## config.mk

```make
export PLATFORM = sky130hd
export DESIGN_NAME = dmem_responder
export DESIGN_NICKNAME = d
export VERILOG_FILES = /design/src/rtl/dmem_responder_pkg.sv /design/src/rtl/dmem_bank.sv /design/src/rtl/dmem_responder.sv
export SDC_FILE = /design/constraint.sdc
export NUM_CORES = 2
export LEC_CHECK = 0
export CAP_MARGIN = 10
export CORE_MARGIN = 2
export CORE_UTILIZATION = 46
export CTS_BUF_LIST = sky130_fd_sc_hd__clkbuf_8
export DETAILED_ROUTE_END_ITERATION = 10
export SLEW_MARGIN = 5
export SYNTH_ARGS = -nofsm -noshare
export SYNTH_HDL_FRONTEND = slang
export SYNTH_SLANG_ARGS = --single-unit
```

## constraint.sdc

```tcl
create_clock -name clk -period 9.7 [get_ports clk]
set_input_delay 0.97 -clock clk [delete_from_list [all_inputs] [get_ports clk]]
set_output_delay 0.97 -clock clk [all_outputs]
set_load 0.05 [all_outputs]
```

## src/rtl/dmem_responder_pkg.sv

```systemverilog
// Shared types for the data-memory responder: FSM states, address regions,
// MMIO register offsets, the latched request bundle and a byte-lane mask helper.
package dmem_responder_pkg;

    typedef enum logic [1:0] {
        ST_IDLE   = 2'd0,
        ST_ACCESS = 2'd1,
        ST_RESP   = 2'd2
    } state_t;

    typedef enum logic [1:0] {
        RG_RAM  = 2'd0,
        RG_MMIO = 2'd1,
        RG_NONE = 2'd2
    } region_t;

    // Word offsets inside the MMIO window (addr[3:2]).
    localparam logic [1:0] MMIO_LED = 2'd0;
    localparam logic [1:0] MMIO_CYC = 2'd1;
    localparam logic [1:0] MMIO_ACC = 2'd2;
    localparam logic [1:0] MMIO_RSV = 2'd3;

    typedef struct packed {
        logic        wen;
        logic [31:0] addr;
        logic [3:0]  be;
        logic [31:0] wdata;
    } dreq_t;

    function automatic logic [31:0] lane_mask(input logic [3:0] be);
        lane_mask = {{8{be[3]}}, {8{be[2]}}, {8{be[1]}}, {8{be[0]}}};
    endfunction

endpackage

```

## src/rtl/dmem_bank.sv

```systemverilog
// One 8-bit synchronous RAM lane with registered read data.
// Ports: clk, en (access enable), we (write), addr (word index), din, dout.
module dmem_bank #(
    parameter int AW = 6
) (
    input  logic          clk,
    input  logic          en,
    input  logic          we,
    input  logic [AW-1:0] addr,
    input  logic [7:0]    din,
    output logic [7:0]    dout
);

    logic [7:0] mem [2**AW];
    logic [7:0] dout_q;

    always_ff @(posedge clk) begin
        if (en) begin
            if (we) begin
                mem[addr] <= din;
            end else begin
                dout_q <= mem[addr];
            end
        end
    end

    assign dout = dout_q;

endmodule

```

## src/rtl/dmem_responder.sv

```systemverilog
// Data-memory responder: req/ack handshake onto a 4-lane byte RAM and an MMIO
// block (LED reg, cycle counter, access counter). Ports: clk, rst (async, high),
// req/wen/addr/be/wdata from the core; rdata/ack/err back; led_data to display.
module dmem_responder
    import dmem_responder_pkg::*;
#(
    parameter int          ADDR_W    = 8,
    parameter logic [31:0] MMIO_BASE = 32'hFFFF_0000
) (
    input  logic        clk,
    input  logic        rst,
    input  logic        req,
    input  logic        wen,
    input  logic [31:0] addr,
    input  logic [3:0]  be,
    input  logic [31:0] wdata,
    output logic [31:0] rdata,
    output logic        ack,
    output logic        err,
    output logic [15:0] led_data
);

    localparam int WA_W = ADDR_W - 2;

    state_t      state_q, state_d;
    dreq_t       req_q, req_d;
    region_t     region_q, region_d;
    region_t     region_in;
    logic [31:0] rdata_q, rdata_d;
    logic        ack_q, ack_d;
    logic        err_q, err_d;
    logic [15:0] led_q, led_d;
    logic [31:0] cyc_q, cyc_d;
    logic [31:0] acc_q, acc_d;

    logic            acc_err;
    logic            bank_rd;
    logic            bank_wr;
    logic [WA_W-1:0] bank_addr;
    logic [3:0]      bank_en;
    logic [3:0]      bank_we;
    logic [31:0]     bank_dout;
    logic            unused_bits;

    assign unused_bits = ^{addr[1:0], req_q.addr[31:ADDR_W], req_q.addr[1:0]};

    always_comb begin
        region_in = RG_NONE;
        if (addr[31:ADDR_W] == '0) begin
            region_in = RG_RAM;
        end else if (addr[31:4] == MMIO_BASE[31:4]) begin
            region_in = RG_MMIO;
        end
    end

    assign acc_err = (region_q == RG_NONE) || (req_q.be == 4'b0000) ||
                     ((region_q == RG_MMIO) && (req_q.addr[3:2] == MMIO_RSV));

    // RAM read is launched while the request is accepted, so the lane data is
    // ready in ACCESS and can be masked into the rdata register there.
    assign bank_rd   = (state_q == ST_IDLE) && req && !wen &&
                       (region_in == RG_RAM);
    assign bank_wr   = (state_q == ST_ACCESS) && req_q.wen &&
                       (region_q == RG_RAM) && !acc_err;
    assign bank_addr = (state_q == ST_IDLE) ? addr[ADDR_W-1:2]
                                            : req_q.addr[ADDR_W-1:2];
    assign bank_we   = {4{bank_wr}} & req_q.be;
    assign bank_en   = {4{bank_rd}} | bank_we;

    for (genvar i = 0; i < 4; i++) begin : g_lane
        dmem_bank #(.AW(WA_W)) u_bank (
            .clk  (clk),
            .en   (bank_en[i]),
            .we   (bank_we[i]),
            .addr (bank_addr),
            .din  (req_q.wdata[8*i+7:8*i]),
            .dout (bank_dout[8*i+7:8*i])
        );
    end

    always_ff @(posedge clk or posedge rst) begin
        if (rst) begin
            state_q <= ST_IDLE;
        end else begin
            state_q <= state_d;
        end
    end

    always_comb begin
        state_d = state_q;
        unique case (state_q)
            ST_IDLE:   if (req) state_d = ST_ACCESS;
            ST_ACCESS: state_d = ST_RESP;
            ST_RESP:   state_d = ST_IDLE;
            default:   state_d = ST_IDLE;
        endcase
    end

    always_comb begin
        req_d    = req_q;
        region_d = region_q;
        rdata_d  = '0;
        ack_d    = 1'b0;
        err_d    = 1'b0;
        led_d    = led_q;
        cyc_d    = cyc_q + 32'd1;
        acc_d    = acc_q;
        unique case (state_q)
            ST_IDLE: begin
                if (req) begin
                    req_d    = '{wen: wen, addr: addr, be: be, wdata: wdata};
                    region_d = region_in;
                end
            end
            ST_ACCESS: begin
                ack_d = 1'b1;
                err_d = acc_err;
                if (!acc_err && region_q == RG_RAM && !req_q.wen) begin
                    rdata_d = bank_dout & lane_mask(req_q.be);
                end
                if (!acc_err && region_q == RG_MMIO) begin
                    unique case (req_q.addr[3:2])
                        MMIO_LED: begin
                            if (req_q.wen) begin
                                if (req_q.be[0]) led_d[7:0]  = req_q.wdata[7:0];
                                if (req_q.be[1]) led_d[15:8] = req_q.wdata[15:8];
                            end else begin
                                rdata_d = {16'h0, led_q};
                            end
                        end
                        MMIO_CYC: if (!req_q.wen) rdata_d = cyc_q;
                        MMIO_ACC: if (!req_q.wen) rdata_d = acc_q;
                        default:  rdata_d = '0;
                    endcase
                end
            end
            ST_RESP: begin
                acc_d = acc_q + 32'd1;
            end
            default: begin
            end
        endcase
    end

    always_ff @(posedge clk or posedge rst) begin
        if (rst) begin
            req_q    <= '0;
            region_q <= RG_NONE;
            rdata_q  <= '0;
            ack_q    <= 1'b0;
            err_q    <= 1'b0;
            led_q    <= '0;
            cyc_q    <= '0;
            acc_q    <= '0;
        end else begin
            req_q    <= req_d;
            region_q <= region_d;
            rdata_q  <= rdata_d;
            ack_q    <= ack_d;
            err_q    <= err_d;
            led_q    <= led_d;
            cyc_q    <= cyc_d;
            acc_q    <= acc_d;
        end
    end

    assign rdata    = rdata_q;
    assign ack      = ack_q;
    assign err      = err_q;
    assign led_data = led_q;

endmodule

```

After elaboration in Yosys (flattened, before gate mapping)
Memories as Yosys holds them, arrays and structs flattened. A register that Yosys moved wholly into a read port is not among the register bits.
Cells that the tools add are included.
{ "totals": {"n_memories": 4, "word_cells": 89, "ram_bits": 2048, "out_inout_bits": 50, "reg_bits": 163, "in_bits": 72} }
{ "memory_table": {"columns": ["name", "words", "width", "rd", "rd_clocked_by_memory_dff", "wr", "line_no", "source"], "rows": [
  ["g_lane[0].u_bank.mem", 64, 8, 1, 1, 1, "dmem_bank.sv:14", "logic [7:0] mem [2**AW];"],
  ["g_lane[1].u_bank.mem", 64, 8, 1, 1, 1, "dmem_bank.sv:14", null],
  ["g_lane[2].u_bank.mem", 64, 8, 1, 1, 1, "dmem_bank.sv:14", null],
  ["g_lane[3].u_bank.mem", 64, 8, 1, 1, 1, "dmem_bank.sv:14", null]
]} }
{ "op_classes": {"n_reduce_logical": 28, "n_mux": 26, "bitwise": 7, "addsub": 2, "n_eq_ne": 9} }
{ "ops": {"columns": ["op", "count"], "rows": [
  ["two-way mux 32 bit", 6],
  ["case mux 32 bit (3 select lines)", 1],
  ["adder 32 x 1 -> 32 bit, second input constant", 2],
  ["AND 32 bit", 1],
  ["== test 28 bit, second input constant", 1],
  ["zero test 24 bit", 1],
  ["two-way mux 1 bit", 14],
  ["logical AND 1 bit", 10],
  ["AND reduction 2 bit", 5],
  ["AND reduction 5 bit", 2],
  ["== test 2 bit, second input constant", 4],
  ["zero test 2 bit", 4],
  ["== test 2 x 1 -> 1 bit, second input constant", 3],
  ["two-way mux 2 bit", 3],
  ["two-way mux 6 bit", 1],
  ["AND 4 bit", 1],
  ["zero test 4 bit", 1],
  ["NOT 1 bit", 4],
  ["OR 4 bit", 1],
  ["case mux 2 bit (2 select lines)", 1],
  ["zero test 1 bit", 3],
  ["logical OR 1 bit", 2],
  ["inequality test 2 bit, second input constant", 1]
]} }

Logic depth before layout (Yosys ltp)
{ "depth": {"ltp_word": 11, "depth_mapped": 11, "depth_no_buf": 7} }

Cells and area by module
Synthesis repeated with hierarchy kept, for this count alone.
{ "hier_totals": {"cells_unflattened": 5270, "area_unflattened_um2": 88987.8} }
{ "by_module_without_submodules": {"columns": ["module", "seq_area_each_um2", "area_per_inst_um2", "cells_each", "instances"], "rows": [
  ["dmem_bank", 15615.0, 20428.3, 1144, 4],
  ["dmem_responder", 4030.1, 7274.5, 694, 1]
]} }

Worst setup path after synthesis
OpenSTA, ideal clock, no wires.
{ "synth_timing": {"kind": "input to register", "start": "in addr[4]", "end": "mem g_lane[0].u_bank.mem[20][0] (enable)", "t_required_ns": 9.317, "path_buffers": 3, "path_slack_ns": 6.321, "stages": 7, "setup_time_ns": 0.383, "t_arrival_ns": 2.995, "path_cell_list": "or3b_1 buf_4 nor2_2 clkbuf_1 nor2_1 clkbuf_1 nor3_1"} }
{ "synth_via": {"elab_chain_cells": 8, "elab_cells_between_ends": 9, "classes_between": "1 x eq/ne; 5 x mux; 1 x bitwise; 2 x reduce/logical"} }
{ "synth_rtl": {"columns": ["item", "line_no", "source"], "rows": [
  ["start, declared", "dmem_responder.sv:14", "input logic [31:0] addr,"],
  ["== test 28 bit", "dmem_responder.sv:51", "end else if (addr[31:4] == MMIO_BASE[31:4]) begin"],
  ["two-way mux 2 bit", "dmem_responder.sv:51", null],
  ["two-way mux 2 bit", "dmem_responder.sv:49", "if (addr[31:ADDR_W] == '0) begin"],
  ["zero test 2 bit", "dmem_responder.sv:62", "(region_in == RG_RAM);"],
  ["logical AND 1 bit", "dmem_responder.sv:61", "assign bank_rd = (state_q == ST_IDLE) && req && !wen &&"],
  ["OR 4 bit", "dmem_responder.sv:68", "assign bank_en = {4{bank_rd}} | bank_we;"],
  ["two-way mux 1 bit", "dmem_bank.sv:18", "if (en) begin"],
  ["two-way mux 1 bit (not written as such)", "dmem_bank.sv:20", "mem[addr] <= din;"],
  ["end, declared", "dmem_bank.sv:14", null]
]} }
Parallel ways exist; a longest one is shown, timed or not.

Worst setup path after layout
{ "layout_timing": {"start": "reg req_q[39] (netlist name)", "end": "mem g_lane[0].u_bank.mem[10][3] (enable)"} }
{ "layout_via": {"elab_chain_cells": 9, "elab_cells_between_ends": 11, "classes_between": "1 x eq/ne; 4 x mux; 2 x bitwise; 4 x reduce/logical"} }
{ "layout_rtl": {"columns": ["item", "line_no", "source"], "rows": [
  ["start, declared", "dmem_responder.sv:26", "dreq_t req_q, req_d;"],
  ["start signal, assigned", "dmem_responder.sv:156", "req_q <= req_d;"],
  ["== test 2 bit", "dmem_responder.sv:57", "((region_q == RG_MMIO) && (req_q.addr[3:2] == MMIO_RSV));"],
  ["logical AND 1 bit", "dmem_responder.sv:57", null],
  ["logical OR 1 bit", "dmem_responder.sv:56", "assign acc_err = (region_q == RG_NONE) || (req_q.be == 4'b0000) ||"],
  ["zero test 1 bit", "dmem_responder.sv:64", "(region_q == RG_RAM) && !acc_err;"],
  ["logical AND 1 bit", "dmem_responder.sv:64", null],
  ["AND 4 bit", "dmem_responder.sv:67", "assign bank_we = {4{bank_wr}} & req_q.be;"],
  ["two-way mux 1 bit or OR 4 bit (tied branches)", "dmem_bank.sv:19, dmem_responder.sv:68", null],
  ["two-way mux 1 bit", "dmem_bank.sv:18", null],
  ["two-way mux 1 bit (not written as such)", "dmem_bank.sv:20", null]
]} }
Parallel ways exist; a longest one is shown, timed or not.

==> impl_metrics.toml <==
[worst_setup_path]
max_stage_delay_ps = 1050
start_kind = "flip-flop"
path_cells = "buf_4 > buf_4 > nand2b_1 > o22ai_4 > buf_4 > nand2_1 > nor2_1"
r2r_setup_slack_ps = 3870
crit_arrival_ps = 6500
rr_startpoint = "req_q[39]"
critPathCaptureType = "flip-flop"
reg2regPathDepth = 7
crit_path_max_fanout = 47
critPathKind = "reg -> reg"
crit_buf_inv = 3
path_common_cell = "buf_4"
crit_cells = 7
cp_top_family = "simple AND/OR/NAND/NOR gates"
cp.required_ps = 10370
cp_slowest_cell = "nor2_1"
r2r-end = "g_lane[0].u_bank.mem[10][3]"

[yosys]
ys_seq_area_frac = 0.698
synth_fp_nets = 6816
synth_edf_count = 2080
postSynthAreaPerCell_um2 = 14.1
synthFlopType = "edfxtp_1"
ys_types = 64
synthArstFlopShare = 0.0718
synth_top_cell_by_area = "edfxtp_1"
netlist_area_mm2 = 0.0952
ys_warn_count = 0
synth_area_leaders = "edfxtp_1 (66%), dfrtp_1 (4.2%), a32o_1 (3.4%)"
synthCells = 6742
ys_ff_latch = 2241
synth_top_area_frac = 0.656

[route]
finalWirelength_mm = 322
drtAntennaViolNets = 0
viasPerCell = 6.82
vias = 67100
drt_first_pass_iters = 5
drtIter0Drc = 10200
drc_errors = 0
routedWlPerCell_um = 32.7

[clock_tree]
post_cts_buffers = 0
insertion_delay_ps = 1080
hold_buffers = 0
cts_num_sinks = 2241
cts_tree = "built"
cts_made_buffers = 384
cts_max_level = 5
clock_path_buffers = 4
cts_root_buffer = "clkbuf_8"
cts-resized-gates = 0
clkTransAtPathRegs_ps = 60

[finish]
final_cell_mix = "edfxtp_1 (2080), nand3_1 (481), clkbuf_8 (406)"
fin_nets = 6941
final_common_cell = "edfxtp_1"
area_growth_pct = 12.0
layout-drive-gt1-share = 0.121
utilization = 0.520

[sta]
rsz0062_at_grt = "false"
setup_viol = 0
finalCritPeriodShare = 0.601
slew_violations = 0
worstMarginPinSlew_ps = 1230
finalSetupTns_ps = 0
hold_violations = 0
fmax_ghz = 0.172
max_slew_margin = 0.161
finalWorstPathRequiredPeriod_ps = 5830
fin_skew_ps = 82.4

[worst_hold_path]
hold_end = "req_q[4]"
worstHoldStart = "wdata[4]"
hold_path_class = "in -> reg"
min_path_cells = 3

[die]
die_w_um = 459
io_pins = 122
start_util = 0.464
core_area_mm2 = 0.205
die_height_um = 459
dieArea_mm2 = 0.211
num_rows = 166

[pwr]
vdd_drop_max_mv = 0.237
p_leak_uw = 0.0359
power.density_mw_per_mm2 = 216

[grt]
grt_max_degree = 148
grt_pass1_wl_mm = 457
antenna_found_initial = 21
grt_pass1_vias = 63900
overflow = 0
grtUsageTotal = 0.298

[job]
cap_violations = 0

[place]
gp_congestion = 0.863
dp_hpwl_mm = 182
port_buffers = 119

[status]
outcome = "finished clean"
-- worst min-delay path, stage by stage --
cell	delay [ps]
clkdlybuf4s50_1	400
nand2_1	60
nand2_1	40
-- how the worst max path moves through the flow --
stage | from | endpoint | slack [ps]
floorplan | rst | acc_q[0] | 4380
global placement | addr[4] | g_lane[3].u_bank.mem[27][3] | 3470
detailed placement | addr[4] | g_lane[3].u_bank.mem[59][1] | 3380
CTS | req_q[39] | g_lane[0].u_bank.mem[10][3] | 4000
global route | req_q[39] | g_lane[0].u_bank.mem[10][7] | 3950
finish | req_q[39] | g_lane[0].u_bank.mem[10][3] | 3870
-- cells in the mapped netlist, types with 5 or more instances --
| master | count |
|---|---|
| a21oi_1 | 49 |
| and3_1 | 249 |
| o2bb2ai_1 | 145 |
| buf_2 | 117 |
| o21ai_0 | 132 |
| clkbuf_1 | 490 |
| a31oi_1 | 160 |
| nand3_1 | 481 |
| o22ai_2 | 5 |
| nand4_1 | 50 |
| mux2_2 | 19 |
| o21bai_1 | 5 |
| o31ai_1 | 27 |
| xor2_1 | 22 |
| nor2b_1 | 7 |
| nor3_1 | 154 |
| nand2b_1 | 7 |
| buf_1 | 44 |
| nor3b_1 | 5 |
| inv_1 | 12 |
| a221oi_1 | 238 |
| a22oi_1 | 395 |
| nor4_1 | 44 |
| nand2_1 | 381 |
| and2_1 | 11 |
| a32o_1 | 325 |
| dfrtp_1 | 160 |
| edfxtp_1 | 2080 |
| mux2i_1 | 21 |
| o22ai_1 | 108 |
| and3b_1 | 322 |
| a2111oi_0 | 192 |
| o21ai_1 | 11 |
| or2_2 | 5 |
| xnor2_1 | 39 |
| nor2_1 | 182 |
-- registers in the layout, summed over array words and instances (netlist names) --
signal and flops:
acc_q 32, ack 1, cyc_q 32, err 1, g_lane.u_bank.dout 32, g_lane.u_bank.mem 2048, led_data 16, rdata 32
region_q 2, req_q 43, state_q 2
-- power breakdown --
part	leakage, uW	internal (uW)	total [uW]	switching [uW]
clock network	0.00394	3940	7770	3830
logic	0.0110	830	3970	3130
registers	0.0209	11200	11300	98.2
total	0.0359	16000	23100	7070
-- through the flow --
| stage | setup WS (ps) | cells | hold WS [ps] | power [uW] | instance area, um^2 |
|---|---|---|---|---|---|
| 2_1_floorplan | 4380 | 6742 | 426 | 13500 | 95200 |
| 3_3_place_gp | 3470 | 9155 | 458 | 15300 | 99800 |
| 3_5_place_dp | 3380 | 9160 | 462 | 15400 | 99800 |
| 4_1_cts | 4000 | 9824 | 378 | 23000 | 107000 |
| 5_1_grt | 3950 | 9836 | 427 | 23700 | 107000 |
| 6_report | 3870 | 9844 | 451 | 23100 | 107000 |
-- metal layers --
layer	vias up	global-route usage	routed length, um
met5	-	0	41
met4	6	0.123	13300
met3	714	0.0746	37600
met2	4320	0.452	145000
met1	34100	0.410	126000
li1	28000	-	-
-- area by class of cell --
cell class,count,area (um^2)
clock buffers,406,5590
clock inverters,258,1140
inverters,12,50.0
multi-input cells,3830,26400
repair buffers,398,3540
well taps,2688,3360
flip-flops and latches,2241,66500
diodes,11,27.5
fillers,17300,98600
-- kinds of logic (layout without fill, tap and decap cells) --
logic type / after synthesis / after routing / share of synthesized area
DFF: 2241 / 2241 / 0.698
and+or+nand+nor: 1919 / 1919 / 0.112
AOI/OAI and AO/OA: 1808 / 1808 / 0.151
buffers and inverters: 671 / 1074 / 0.0284
xor gates and xnor gates: 61 / 61 / 0.00561
muxes: 40 / 40 / 0.00446
adders and majority gates: 2 / 2 / 0.000263
other: 0 / 11 / 0
Note: power is estimated with default switching activity, not from simulation.
